**config.mk**
```make
export PLATFORM = sky130hd
export DESIGN_NAME = alu_cmd_issuer
export DESIGN_NICKNAME = d
export VERILOG_FILES = /design/src/rtl/alu_cmd_issuer.sv
export SDC_FILE = /design/constraint.sdc
export NUM_CORES = 1
export LEC_CHECK = 0
export CAP_MARGIN = 20
export CORE_MARGIN = 2
export CORE_UTILIZATION = 46
export CTS_CLUSTER_DIAMETER = 150
export DETAILED_ROUTE_END_ITERATION = 8
export PLACE_DENSITY_LB_ADDON = 0.15
export SYNTH_ARGS = -nofsm -noshare
export SYNTH_HDL_FRONTEND = slang
export SYNTH_SLANG_ARGS = --single-unit
```
**constraint.sdc**
```tcl
create_clock -name clk -period 2.6 [get_ports clk]
set_clock_uncertainty 0.05 [all_clocks]
set_input_delay 0.26 -clock clk [delete_from_list [all_inputs] [get_ports clk]]
set_output_delay 0.26 -clock clk [all_outputs]
set_load 0.01 [all_outputs]
```
**src/rtl/alu_cmd_issuer.sv**
```systemverilog
// alu_cmd_issuer: command front-end for the 16-bit registered ALU.
// Takes one tagged request at a time and drives the ALU from registers.
// It waits out the ALU's one-clock result latency, then captures the result
// and class flags into a response register with its own valid/ready handshake.
// Illegal opcodes and divide-by-zero are screened at acceptance. Such requests
// reach the ALU as the no-op opcode and return a synthesised error response.
//
// Timing for a request accepted on edge E:
//   edge E   : operands, opcode and tag registered; state -> ISSUE
//   edge E+1 : ALU samples alu_a/alu_b/alu_fun; state -> WAIT
//   edge E+2 : result captured, rsp_valid rises; state -> RESP
// IDLE, ISSUE, WAIT and RESP each last at least one cycle, so one operation
// takes at least four cycles.
module alu_cmd_issuer #(
    parameter int TAG_W = 4,
    parameter int CNT_W = 16
) (
    input  logic             clk,
    input  logic             rst_n,
    // request handshake
    input  logic             cmd_valid,
    output logic             cmd_ready,
    input  logic [3:0]       cmd_fun,
    input  logic [15:0]      cmd_a,
    input  logic [15:0]      cmd_b,
    input  logic [TAG_W-1:0] cmd_tag,
    // ALU operand side
    output logic [15:0]      alu_a,
    output logic [15:0]      alu_b,
    output logic [3:0]       alu_fun,
    // ALU result side
    input  logic [15:0]      alu_out,
    input  logic             alu_carry,
    input  logic             alu_arith,
    input  logic             alu_logic,
    input  logic             alu_cmp,
    input  logic             alu_shift,
    // response handshake
    output logic             rsp_valid,
    input  logic             rsp_ready,
    output logic [15:0]      rsp_data,
    output logic             rsp_carry,
    output logic [3:0]       rsp_class,
    output logic             rsp_err,
    output logic [TAG_W-1:0] rsp_tag,
    // statistics
    output logic [CNT_W-1:0] op_count
);

    typedef enum logic [1:0] {
        ST_IDLE,
        ST_ISSUE,
        ST_WAIT,
        ST_RESP
    } state_t;

    localparam logic [3:0]  FUN_DIV       = 4'b0011;
    localparam logic [3:0]  FUN_NOP       = 4'b1111;
    localparam logic [15:0] DIV0_DATA     = 16'hFFFF;
    localparam logic [3:0]  DIV0_CLASS    = 4'b0001;
    localparam logic [CNT_W-1:0] CNT_MAX  = '1;

    state_t             r_state;
    logic [15:0]        r_alu_a;
    logic [15:0]        r_alu_b;
    logic [3:0]         r_alu_fun;
    logic               r_err;
    logic               r_div0;
    logic [TAG_W-1:0]   r_tag;
    logic               r_rsp_valid;
    logic [15:0]        r_rsp_data;
    logic               r_rsp_carry;
    logic [3:0]         r_rsp_class;
    logic               r_rsp_err;
    logic [TAG_W-1:0]   r_rsp_tag;
    logic [CNT_W-1:0]   r_op_count;

    // Request screening, evaluated on the accept cycle only.
    logic w_illegal;
    logic w_div0;
    logic w_accept;
    logic w_rsp_done;
    logic [3:0] w_alu_class;

    assign w_illegal   = (cmd_fun == FUN_NOP);
    assign w_div0      = (cmd_fun == FUN_DIV) && (cmd_b == 16'h0000);
    assign w_accept    = cmd_valid && (r_state == ST_IDLE);
    assign w_rsp_done  = r_rsp_valid && rsp_ready;
    assign w_alu_class = {alu_shift, alu_cmp, alu_logic, alu_arith};

    // Ready depends on state alone, so a request is never half-accepted.
    assign cmd_ready = (r_state == ST_IDLE);

    assign alu_a     = r_alu_a;
    assign alu_b     = r_alu_b;
    assign alu_fun   = r_alu_fun;
    assign rsp_valid = r_rsp_valid;
    assign rsp_data  = r_rsp_data;
    assign rsp_carry = r_rsp_carry;
    assign rsp_class = r_rsp_class;
    assign rsp_err   = r_rsp_err;
    assign rsp_tag   = r_tag_out();
    assign op_count  = r_op_count;

    function automatic logic [TAG_W-1:0] r_tag_out();
        return r_rsp_tag;
    endfunction

    // Issuer state machine with every output registered.
    always_ff @(posedge clk) begin
        // NOTE: a synchronous reset clears every register here, including the
        // response payload. An operation in flight is simply dropped.
        if (!rst_n) begin
            r_state     <= ST_IDLE;
            r_alu_a     <= 16'h0000;
            r_alu_b     <= 16'h0000;
            r_alu_fun   <= FUN_NOP;
            r_err       <= 1'b0;
            r_div0      <= 1'b0;
            r_tag       <= '0;
            r_rsp_valid <= 1'b0;
            r_rsp_data  <= 16'h0000;
            r_rsp_carry <= 1'b0;
            r_rsp_class <= 4'b0000;
            r_rsp_err   <= 1'b0;
            r_rsp_tag   <= '0;
            r_op_count  <= '0;
        end else begin
            // NOTE: non-blocking assignments throughout. Every register updates
            // from the values present before the edge, whatever the statement order.
            case (r_state)
                ST_IDLE: begin
                    if (w_accept) begin
                        r_alu_a <= cmd_a;
                        r_tag   <= cmd_tag;
                        if (w_div0) begin
                            r_alu_b   <= 16'h0000;
                            r_alu_fun <= FUN_NOP;
                            r_err     <= 1'b1;
                            r_div0    <= 1'b1;
                        end else if (w_illegal) begin
                            r_alu_b   <= cmd_b;
                            r_alu_fun <= FUN_NOP;
                            r_err     <= 1'b1;
                            r_div0    <= 1'b0;
                        end else begin
                            r_alu_b   <= cmd_b;
                            r_alu_fun <= cmd_fun;
                            r_err     <= 1'b0;
                            r_div0    <= 1'b0;
                        end
                        r_state <= ST_ISSUE;
                    end
                end

                ST_ISSUE: begin
                    // The ALU registers its operands at the end of this cycle.
                    r_state <= ST_WAIT;
                end

                ST_WAIT: begin
                    if (!r_err) begin
                        r_rsp_data  <= alu_out;
                        r_rsp_carry <= alu_carry;
                        r_rsp_class <= w_alu_class;
                    end else if (r_div0) begin
                        r_rsp_data  <= DIV0_DATA;
                        r_rsp_carry <= 1'b0;
                        r_rsp_class <= DIV0_CLASS;
                    end else begin
                        r_rsp_data  <= 16'h0000;
                        r_rsp_carry <= 1'b0;
                        r_rsp_class <= 4'b0000;
                    end
                    r_rsp_err   <= r_err;
                    r_rsp_tag   <= r_tag;
                    r_rsp_valid <= 1'b1;
                    r_state     <= ST_RESP;
                end

                ST_RESP: begin
                    // Payload is held untouched until the consumer takes it.
                    if (w_rsp_done) begin
                        r_rsp_valid <= 1'b0;
                        if (r_op_count != CNT_MAX) begin
                            r_op_count <= r_op_count + 1'b1;
                        end
                        r_state <= ST_IDLE;
                    end
                end

                default: begin
                    r_state <= ST_IDLE;
                end
            endcase
        end
    end

endmodule
```
==> reports/qor.yml, run 1 <==
wire_per_inst_um: 14.0
setup_tns_ns: 0
ys.flop_type: "dfxtp_1"
post-synth-top-count-cell: "nand2_1"
finalHoldViolations: 0
syn-num-nets: 487
power_density_nw_per_um2: 786
synth_top_area_cell: "dfxtp_1"
antenna_found_initial: 0
preCtsSetupSlack_ns: 0.421
finalCritPeriodShare: 0.798
grt_pass1_wl_mm: 15.0
end_kind: "register"
die_w_um: 90.7
holdWs_ns: 0.408
first_pass_iters: 5
maxSlewHeadroom: 0.560
netlist_instances: 417
drc_errors: 0
cap_viol_max_count: 0
clkPwrFrac: 0.265
synth-edff-count: 0
startpoint_type: "register"
placedCellCount: 643
dieArea_um2: 8220
grt_max_degree: 39
switching_share: 0.291
placed_cell_area_um2: 4970
arrival_ns: 2.27
post_cts_resized: 0
path_class: "reg2reg"
path_clk_slew_ns: 0.09
ys_seq_area_frac: 0.504
clockRootBuffer: "clkbuf_8"
crit_buf_inv: 1
cts_htree_levels: 3
tightest_slew_ns: 0.654
ant_nets: 0
cts_buffer_depth: 2
synthArstFlopShare: 0
synth_cell_types: 36
rsz0062_at_grt: "no"
fin_area_um2: 5190
maxSlewViolCount: 0
critPathTopFamily: "compound AO/OA/AOI/OAI gates"
drive_above_1_share: 0.0483
rows: 31
netlist.area_leader.share: 0.504
postCtsHoldBufs: 0
dieHeight_um: 90.7
setup_ws_ns: 0.526
ys_warn_count: 0
cp_max_fo: 14
cts.sinks: 87
avgSynthCellArea_um2: 8.29
port_buffers: 144
setup_viol: 0
finalNonFillerCells: 658
clk-insertion-delay-late_ns: 0.35
syn2layout_area_growth_pct: 50.3
initial_core_util: 0.476
cp_slowest_cell: "o41ai_2"
ir_drop_mv: 0.490
vias: 3388
crit_chain: "ha_1 > nand3_1 > o41ai_2 > buf_4 > mux2i_1 > nor2_1"
antenna_cells: 0
synthTopCellsByCount: "nand2_1 (91), a21oi_1 (88), dfxtp_1 (87)"
post_cts_buffers: 0
p_switching_uw: 1190
grt.overflow.total: 0
numCtsBuffers: 9
dp_hpwl_mm: 6.75
timing.fmax_mhz: 482
io_pins: 145
viasPerCell: 5.15
grt_usage: 0.224
wirelength_mm: 9.20
synth-seq-cells: 87
p_int_uw: 2890
synth_area_leaders: "dfxtp_1 (50%), a21oi_1 (13%), nand2_1 (9.9%), o21ai_0 (3.9%), clkbuf_1 (2.5%)"
period_minus_slack_ns: 2.07
cts_tree: "done"
hold_class: "reg2reg"
syn_area_um2: 3460
seq_power_share: 0.419
grt_pass1_vias: 3147
fin_nets: 625
status: "finished, final reports clean"
max_stage_delay_ns: 0.65
crit_required_ns: 2.80
first_iter_violations: 118
place.gp.congestion: 0.887
coreArea_um2: 7250
leakagePower_uw: 0.00190
pwr-share-comb: 0.316
-- final timing paths --
| kind | start | to | slack, ns | cells after the start |
|---|---|---|---|---|
| worst min-delay path | alu_a[7] | alu_a[7] | 0.41 | 2 |
| worst max register to register | op_count[0] | op_count[1] | 0.53 | 6 |
| worst max-delay path | op_count[0] | op_count[1] | 0.53 | 6 |
| worst min register to register | alu_a[7] | alu_a[7] | 0.41 | 2 |
-- worst min-delay path, stage by stage (launching register included) --
cell and delay, ns:
dfxtp_1 0.31, nand2_1 0.05, a21oi_1 0.05
-- sequential cells by signal (all words and copies together), names as in the netlist, 2 cells and up --
register and flops:
r_tag 4, alu_b 16, r_state 2, rsp_tag 4, rsp_class 4, op_count 16, alu_a 16, alu_fun 4
rsp_data 16
-- layout by cell type (no fill, tap or decap), types with 2 or more instances in the layout --
cell type	instances
a21oi_1	88
and2_1	4
and3_1	5
buf_4	10
bufinv_16	3
clkbuf_1	2
clkbuf_8	9
clkdlybuf4s50_1	144
dfxtp_1	87
ha_1	5
inv_1	3
mux2i_1	8
nand2_1	91
nand3_1	6
nand3b_1	2
nand4_1	7
nor2_1	16
nor2b_1	7
nor4_1	5
o21a_1	2
o21ai_0	27
o31ai_1	2
or3_1	10
or4_1	2
xor2_1	2
-- power by group through the flow --
stage | Combinational [uW] | Sequential (uW) | Clock, uW
finish | 1290 | 1710 | 1080
global route | 1410 | 1740 | 1170
CTS | 1300 | 1710 | 1100
detailed placement | 1300 | 1740 | 0
global placement | 1270 | 1730 | 0
floorplan | 473 | 1840 | 0
-- layout make-up --
type	count	area, um2
timing repair buffer	154	1520
tap	99	124
fill	598	2060
multi-input combinational	298	1570
sequential	87	1740
clock inverter	4	95.1
inverter	5	18.8
clock buffer	11	131
-- cell families after synthesis --
| kind of cell | after synthesis | share of synthesized area |
|---|---|---|
| mux | 8 | 0.0232 |
| simple gates | 159 | 0.213 |
| compound gates | 124 | 0.194 |
| buf+inv | 32 | 0.0427 |
| xor+xnor | 2 | 0.00507 |
| flops | 87 | 0.504 |
| fa+ha+maj | 5 | 0.0181 |
-- through the flow --
step	total power, uW	util
2_1_floorplan	2310	-
3_3_place_gp	3000	0.685
3_5_place_dp	3030	0.685
4_1_cts	4120	0.716
5_1_grt	4310	0.716
6_report	4080	0.716
-- routing by layer --
metal	global-route usage	vias up	wire (um)
met5	0	-	0
met4	0.0962	0	189
met3	0.0626	16	627
met2	0.363	110	4400
met1	0.280	1549	3980
li1	-	1713	-
No activity file was read; power rests on OpenSTA's default activity.
==> run 2: changes to the inputs <==
--- a/config.mk
+++ b/config.mk
@@ -7,7 +7,7 @@
 export LEC_CHECK = 0
 export CAP_MARGIN = 20
 export CORE_MARGIN = 2
-export CORE_UTILIZATION = 46
+export CORE_UTILIZATION = 38
 export CTS_CLUSTER_DIAMETER = 150
 export DETAILED_ROUTE_END_ITERATION = 8
 export PLACE_DENSITY_LB_ADDON = 0.15
==> constraint.sdc (replaced) <==
create_clock -name clk -period 1.9 [get_ports clk]
set_clock_uncertainty 0.05 [all_clocks]
set_input_delay 0.19 -clock clk [delete_from_list [all_inputs] [get_ports clk]]
set_output_delay 0.19 -clock clk [all_outputs]
set_load 0.01 [all_outputs]
==> run 2 against run 1 <==
Hold slack lost 0.073 ns. Sequential power grew 37%. Via count grew 2.4%. Non-clock buffer count grew 24. Combinational power grew 43%. Total power grew 36%. Fmax grew 13%. Die area grew 20%. Global-route usage shrank 3.5 points. Final area grew 4.7%. Critical path type unchanged. Critical endpoint is now op_count[13]. Largest power group unchanged. Highest routed layer unchanged.
==> reports/qor.yml, run 2 (synthesized netlist as in run 1, its figures left out) <==
status: "finished, final reports clean"  # unchanged
cts_buffer_depth: 2  # unchanged
max_stage_delay_ns: 0.50  # was 0.65 ns
place.gp.congestion: 0.799  # was 0.887
holdPathEnd: "alu_a[1]"  # was alu_a[7]
path_clk_slew_ns: 0.09  # about the same
utilization: 0.620  # was 0.716
worstRegToRegCells: 6  # unchanged
die_w_um: 99.4  # was 90.7 um
r2r_slack_ns: 0.07  # was 0.53 ns
rows: 34  # was 31
cp_slowest_cell: "or4_1"  # was o41ai_2
rr_startpoint: "r_state[0]"  # was op_count[0]
placedCellCount: 672  # was 643
use_met3: 0.0611  # was 0.0626
finalNonFillerCells: 690  # was 658
setup_tns_ns: 0  # unchanged
dieHeight_um: 99.4  # was 90.7 um
antenna_cells: 0  # unchanged
cts_tree: "done"  # unchanged
r2r-end: "op_count[13]"  # was op_count[1]
cts_htree_levels: 3  # unchanged
path_class: "reg2reg"  # unchanged
clk-insertion-delay-late_ns: 0.35  # about the same
grt_pass1_vias: 3142  # was 3147
arrival_ns: 2.07  # was 2.27 ns
grt_max_degree: 28  # was 39
fin_nets: 649  # was 625
coreArea_um2: 8760  # was 7250 um2
syn2layout_area_growth_pct: 57.3  # was 50.3%
maxSlewHeadroom: 0.574  # was 0.560
end_kind: "register"  # unchanged
clockRootBuffer: "clkbuf_8"  # unchanged
critPathTopFamily: "simple AND/OR/NAND/NOR gates"  # was compound AO/OA/AOI/OAI gates
power_density_nw_per_um2: 1020  # was 786 nW/um2
initial_core_util: 0.394  # was 0.476
grt_pass1_wl_mm: 15.1  # was 15.0 mm
placed_cell_area_um2: 5170  # was 4970 um2
first_iter_violations: 75  # was 118
grt.overflow.total: 0  # unchanged
period_minus_slack_ns: 1.83  # was 2.07 ns
maxSlewViolCount: 0  # unchanged
wirelength_mm: 9.73  # was 9.20 mm
crit_buf_inv: 1  # unchanged
holdPathStages: 3  # was 2
use_met2: 0.309  # was 0.363
crit_required_ns: 2.14  # was 2.80 ns
drive_above_1_share: 0.0997  # was 0.0483
setup_viol: 0  # unchanged
postCtsHoldBufs: 0  # unchanged
tightest_slew_ns: 0.640  # was 0.654 ns
numCtsBuffers: 9  # unchanged
io_pins: 145  # unchanged
finalCritPeriodShare: 0.963  # was 0.798
dp_hpwl_mm: 7.21  # was 6.75 mm
drc_errors: 0  # unchanged
finalHoldViolations: 0  # unchanged
fin_area_um2: 5440  # was 5190 um2
wire_per_inst_um: 14.1  # was 14.0 um
hold_class: "in2reg"  # was reg2reg
dieArea_um2: 9870  # was 8220 um2
ir_drop_mv: 0.653  # was 0.490 mV
cp_max_fo: 6  # was 14
antenna_found_initial: 0  # unchanged
first_pass_iters: 7  # was 5
viasPerCell: 5.03  # was 5.15
leakagePower_uw: 0.00202  # was 0.00190 uW
port_buffers: 144  # unchanged
busiest_layer: "met2"  # unchanged
cts.sinks: 87  # unchanged
layout_common_cells: "clkdlybuf4s50_1 (144), nand2_1 (91), a21oi_1 (88)"  # unchanged
hp-start: "cmd_a[1]"  # was alu_a[7]
startpoint_type: "register"  # unchanged
met1_usage: 0.235  # was 0.280
timing.fmax_mhz: 546  # was 482 MHz
vias: 3470  # was 3388
cap_viol_max_count: 0  # unchanged
ant_nets: 0  # unchanged
crit_chain: "ha_1 > and3_4 > o41ai_4 > clkdlybuf4s15_2 > or4_1 > a21oi_1"  # was ha_1 > nand3_1 > o41ai_2 > buf_4 > mux2i_1 > nor2_1
final_common_cell: "clkdlybuf4s50_1"  # unchanged
grt_usage: 0.190  # was 0.224
run 2: how the worst max path moves through the flow:
stage	start	to	slack, ns	cells after the start
after floorplan	op_count[0]	op_count[1]	0.11	7
after global placement	cmd_b[12]	alu_fun[3]	-0.04	6
after detailed placement	cmd_b[12]	alu_fun[3]	-0.09	6
after CTS	op_count[1]	op_count[1]	0.05	7
after global routing	r_state[0]	alu_fun[2]	-0.02	7
final	r_state[0]	op_count[13]	0.07	6
run 2: cell type report:
cell class              instances  area [um2]
flip-flops and latches         87        1750
repair buffers                178        1740
clock inverters                 5        75.1
fillers                       744        3330
multi-input cells             298        1600
well taps                     108         135
clock buffers                   9         124
inverters                       5        18.8
run 2: worst register-to-register path: stages, from the launching register on:
cell             delay [ns]
dfxtp_2                0.36
ha_1                   0.17
and3_4                 0.21
o41ai_4                0.09
clkdlybuf4s15_2        0.25
or4_1                  0.50
a21oi_1                0.14
run 2: stage by stage:
stage | total power (uW) | hold WS, ns | worst slack (ns)
global placement | 4170 | 0.391 | -0.0393
finish | 5530 | 0.335 | 0.0700
global route | 5860 | 0.328 | -0.0185
CTS | 5580 | 0.324 | 0.0466
floorplan | 3170 | 0.264 | 0.114
detailed placement | 4220 | 0.393 | -0.0882
run 2: power by group:
part / switching (uW) / internal (uW)
logic: 851 / 997
registers: 175 / 2170
clock network: 619 / 720
total: 1650 / 3890
run 2: what timing repair did:
item,in CTS,in global routing
pin swaps,0,3
setup buffers,0,3
gates resized for setup,1,9
setup endpoints to repair,1,20
cloned,0,1
run 2: routing by layer:
layer  part of all wire  up-vias
met2               0.48      109
met3              0.079       11
met1               0.43     1586
li1                   -     1764
met4              0.017        0
met5                  0        -
==> run 3: changes to the inputs <==
--- a/config.mk
+++ b/config.mk
@@ -7,9 +7,11 @@
 export LEC_CHECK = 0
 export CAP_MARGIN = 20
 export CORE_MARGIN = 2
-export CORE_UTILIZATION = 38
+export CORE_UTILIZATION = 55
 export CTS_CLUSTER_DIAMETER = 150
 export DETAILED_ROUTE_END_ITERATION = 8
+export DONT_BUFFER_PORTS = 1
+export MAX_ROUTING_LAYER = met4
 export PLACE_DENSITY_LB_ADDON = 0.15
 export SYNTH_ARGS = -nofsm -noshare
 export SYNTH_HDL_FRONTEND = slang
==> run 3 against run 2 <==
Global-route usage increased by 9.7 points. Setup slack improved by 0.076 ns. Sequential share of layout area increased by 6.3 points. Hold slack got worse by 0.33 ns. Core utilization increased by 14 points. Register-to-register slack improved by 0.08 ns. Die area decreased by 30%. Cell count decreased by 17%. Clock power increased by 3%. Combinational power decreased by 47%. Sequential power increased by 8.9%. Fmax increased by 4.3%. Critical endpoint is now op_count[3].
==> reports/qor.yml, run 3 (synthesized netlist as in run 1, its figures left out) <==
status: "finished, final reports clean"  # unchanged
post_cts_buffers: 0  # unchanged
crit_chain: "ha_2 > and3_2 > o41ai_4 > buf_4 > or3_1 > a21oi_1"  # was ha_1 > and3_4 > o41ai_4 > clkdlybuf4s15_2 > or4_1 > a21oi_1
cts.sinks: 87  # unchanged
first_iter_violations: 180  # was 75
r2r-end: "op_count[3]"  # was op_count[13]
antenna_cells: 0  # unchanged
r2r_slack_ns: 0.15  # was 0.07 ns
end_kind: "register"  # unchanged
viasPerCell: 5.69  # was 5.03
antenna_found_initial: 0  # unchanged
holdPathEnd: "rsp_class[0]"  # was alu_a[1]
hp-start: "alu_arith"  # was cmd_a[1]
numCtsBuffers: 9  # unchanged
power_density_nw_per_um2: 1080  # was 1020 nW/um2
drc_errors: 0  # unchanged
wirelength_mm: 9.58  # was 9.73 mm
arrival_ns: 2.00  # was 2.07 ns
cp_slowest_cell: "dfxtp_1"  # was or4_1
path_class: "reg2reg"  # unchanged
fin_nets: 563  # was 649
grt_pass1_vias: 3222  # was 3142
finalPower_uw: 4910  # was 5530 uW
maxSlewHeadroom: 0.489  # was 0.574
coreArea_um2: 5990  # was 8760 um2
first_pass_iters: 5  # was 7
syn2layout_area_growth_pct: 31.1  # was 57.3%
ir_drop_mv: 0.841  # was 0.653 mV
finalHoldViolations: 0  # unchanged
layout_common_cells: "nand2_1 (91), a21oi_1 (88), dfxtp_1 (87)"  # was clkdlybuf4s50_1 (144), nand2_1 (91), a21oi_1 (88)
path_clk_slew_ns: 0.09  # about the same
crit_required_ns: 2.15  # was 2.14 ns
clockRootBuffer: "clkbuf_8"  # unchanged
vias: 3262  # was 3470
startpoint_type: "register"  # unchanged
leakagePower_uw: 0.00173  # was 0.00202 uW
maxSlewViolCount: 0  # unchanged
grt_usage: 0.286  # was 0.190
crit_buf_inv: 1  # unchanged
wire_per_inst_um: 16.7  # was 14.1 um
period_minus_slack_ns: 1.75  # was 1.83 ns
holdPathStages: 2  # was 3
dieHeight_um: 83.3  # was 99.4 um
grt_pass1_wl_mm: 15.5  # was 15.1 mm
timing.fmax_mhz: 570  # was 546 MHz
cts_tree: "done"  # unchanged
initial_core_util: 0.577  # was 0.394
drive_above_1_share: 0.104  # was 0.0997
finalCritPeriodShare: 0.923  # was 0.963
clk-insertion-delay-late_ns: 0.37  # was 0.35 ns
io_pins: 145  # unchanged
place.gp.congestion: 0.798  # was 0.799
cap_viol_max_count: 0  # unchanged
critPathTopFamily: "simple AND/OR/NAND/NOR gates"  # unchanged
port_buffers: 0  # was 144
rows: 28  # was 34
worstRegToRegCells: 6  # unchanged
rr_startpoint: "r_state[1]"  # was r_state[0]
cp_max_fo: 8  # was 6
setup_viol: 0  # unchanged
tightest_slew_ns: 0.764  # was 0.640 ns
rsz0062_at_grt: "no"
ant_nets: 0  # unchanged
grt_max_degree: 38  # was 28
max_stage_delay_ns: 0.38  # was 0.50 ns
grt.overflow.total: 0  # unchanged
cts_htree_levels: 3  # unchanged
final_common_cell: "nand2_1"  # was clkdlybuf4s50_1
dp_hpwl_mm: 5.85  # was 7.21 mm
setup_tns_ns: 0  # unchanged
critical_path.startpoint: "r_state[1]"  # was r_state[0]
hold_class: "in2reg"  # unchanged
dieArea_um2: 6930  # was 9870 um2
cts_buffer_depth: 2  # unchanged
die_w_um: 83.3  # was 99.4 um
==> run 3: changes by cell type in the layout (fill, tap and decap cells not counted), moves of 2 or more <==
cell             previous run  this run
clkdlybuf4s50_1           144         0
dlygate4sd3_1               0        63
clkinv_2                    3         0
buf_4                      29        27
clkbuf_8                    9        11
clkinvlp_4                  0         2
dfxtp_1                    85        87
inv_1                       1         3
inv_2                       3         1
==> run 3: cell type report <==
type                       instances  area (um2)
tap                               75        93.8
clock buffer                      11         151
inverter                           5        18.8
sequential                        87        1740
fill                             432        1460
timing repair buffer              92         873
clock inverter                     5        65.1
multi-input combinational        298        1590
==> run 3: worst max-delay path by stage <==
stage / cells past startpoint / slack, ns / endpoint
after global routing: 6 / 0.002 / r_err
after global placement: 6 / 0.14 / op_count[1]
final: 6 / 0.15 / op_count[3]
after floorplan: 7 / 0.11 / op_count[1]
after CTS: 6 / 0.04 / op_count[1]
after detailed placement: 6 / 0.06 / op_count[1]
==> run 3: per-stage QoR <==
| stage | instances | hold WS [ns] | setup slack [ns] | area (um2) | util |
|---|---|---|---|---|---|
| finish | 573 | 0.00602 | 0.146 | 4530 | 0.756 |
| global route | 573 | 0.0285 | 0.00206 | 4530 | 0.756 |
| CTS | 573 | 0.0140 | 0.0397 | 4510 | 0.753 |
| detailed placement | 494 | 0.224 | 0.0582 | 3660 | 0.612 |
| global placement | 494 | 0.218 | 0.136 | 3660 | 0.612 |
| floorplan | 417 | 0.264 | 0.114 | 3460 | - |
==> run 3: per-layer routing <==
| layer | vias to the layer above | part of all wire | global-route usage |
|---|---|---|---|
| li1 | 1594 | - | - |
| met1 | 1496 | 0.40 | 0.322 |
| met2 | 150 | 0.50 | 0.485 |
| met3 | 22 | 0.079 | 0.0805 |
| met4 | 0 | 0.022 | 0.106 |
| met5 | - | 0 | - |
==> run 3: where the power goes <==
part           internal, uW  total, uW  leakage (uW)  switching (uW)
registers              2170       2560      0.000709             388
clock network           690       1380      0.000104             685
logic                   423        976      0.000917             553
total                  3280       4910       0.00173            1630
==> run 3: timing repair <==
action	4_1_cts	5_1_grt
gates resized for setup	0	4
hold buffers	63	0
setup endpoints to repair	0	12
endpoints found under the hold margin	65	0
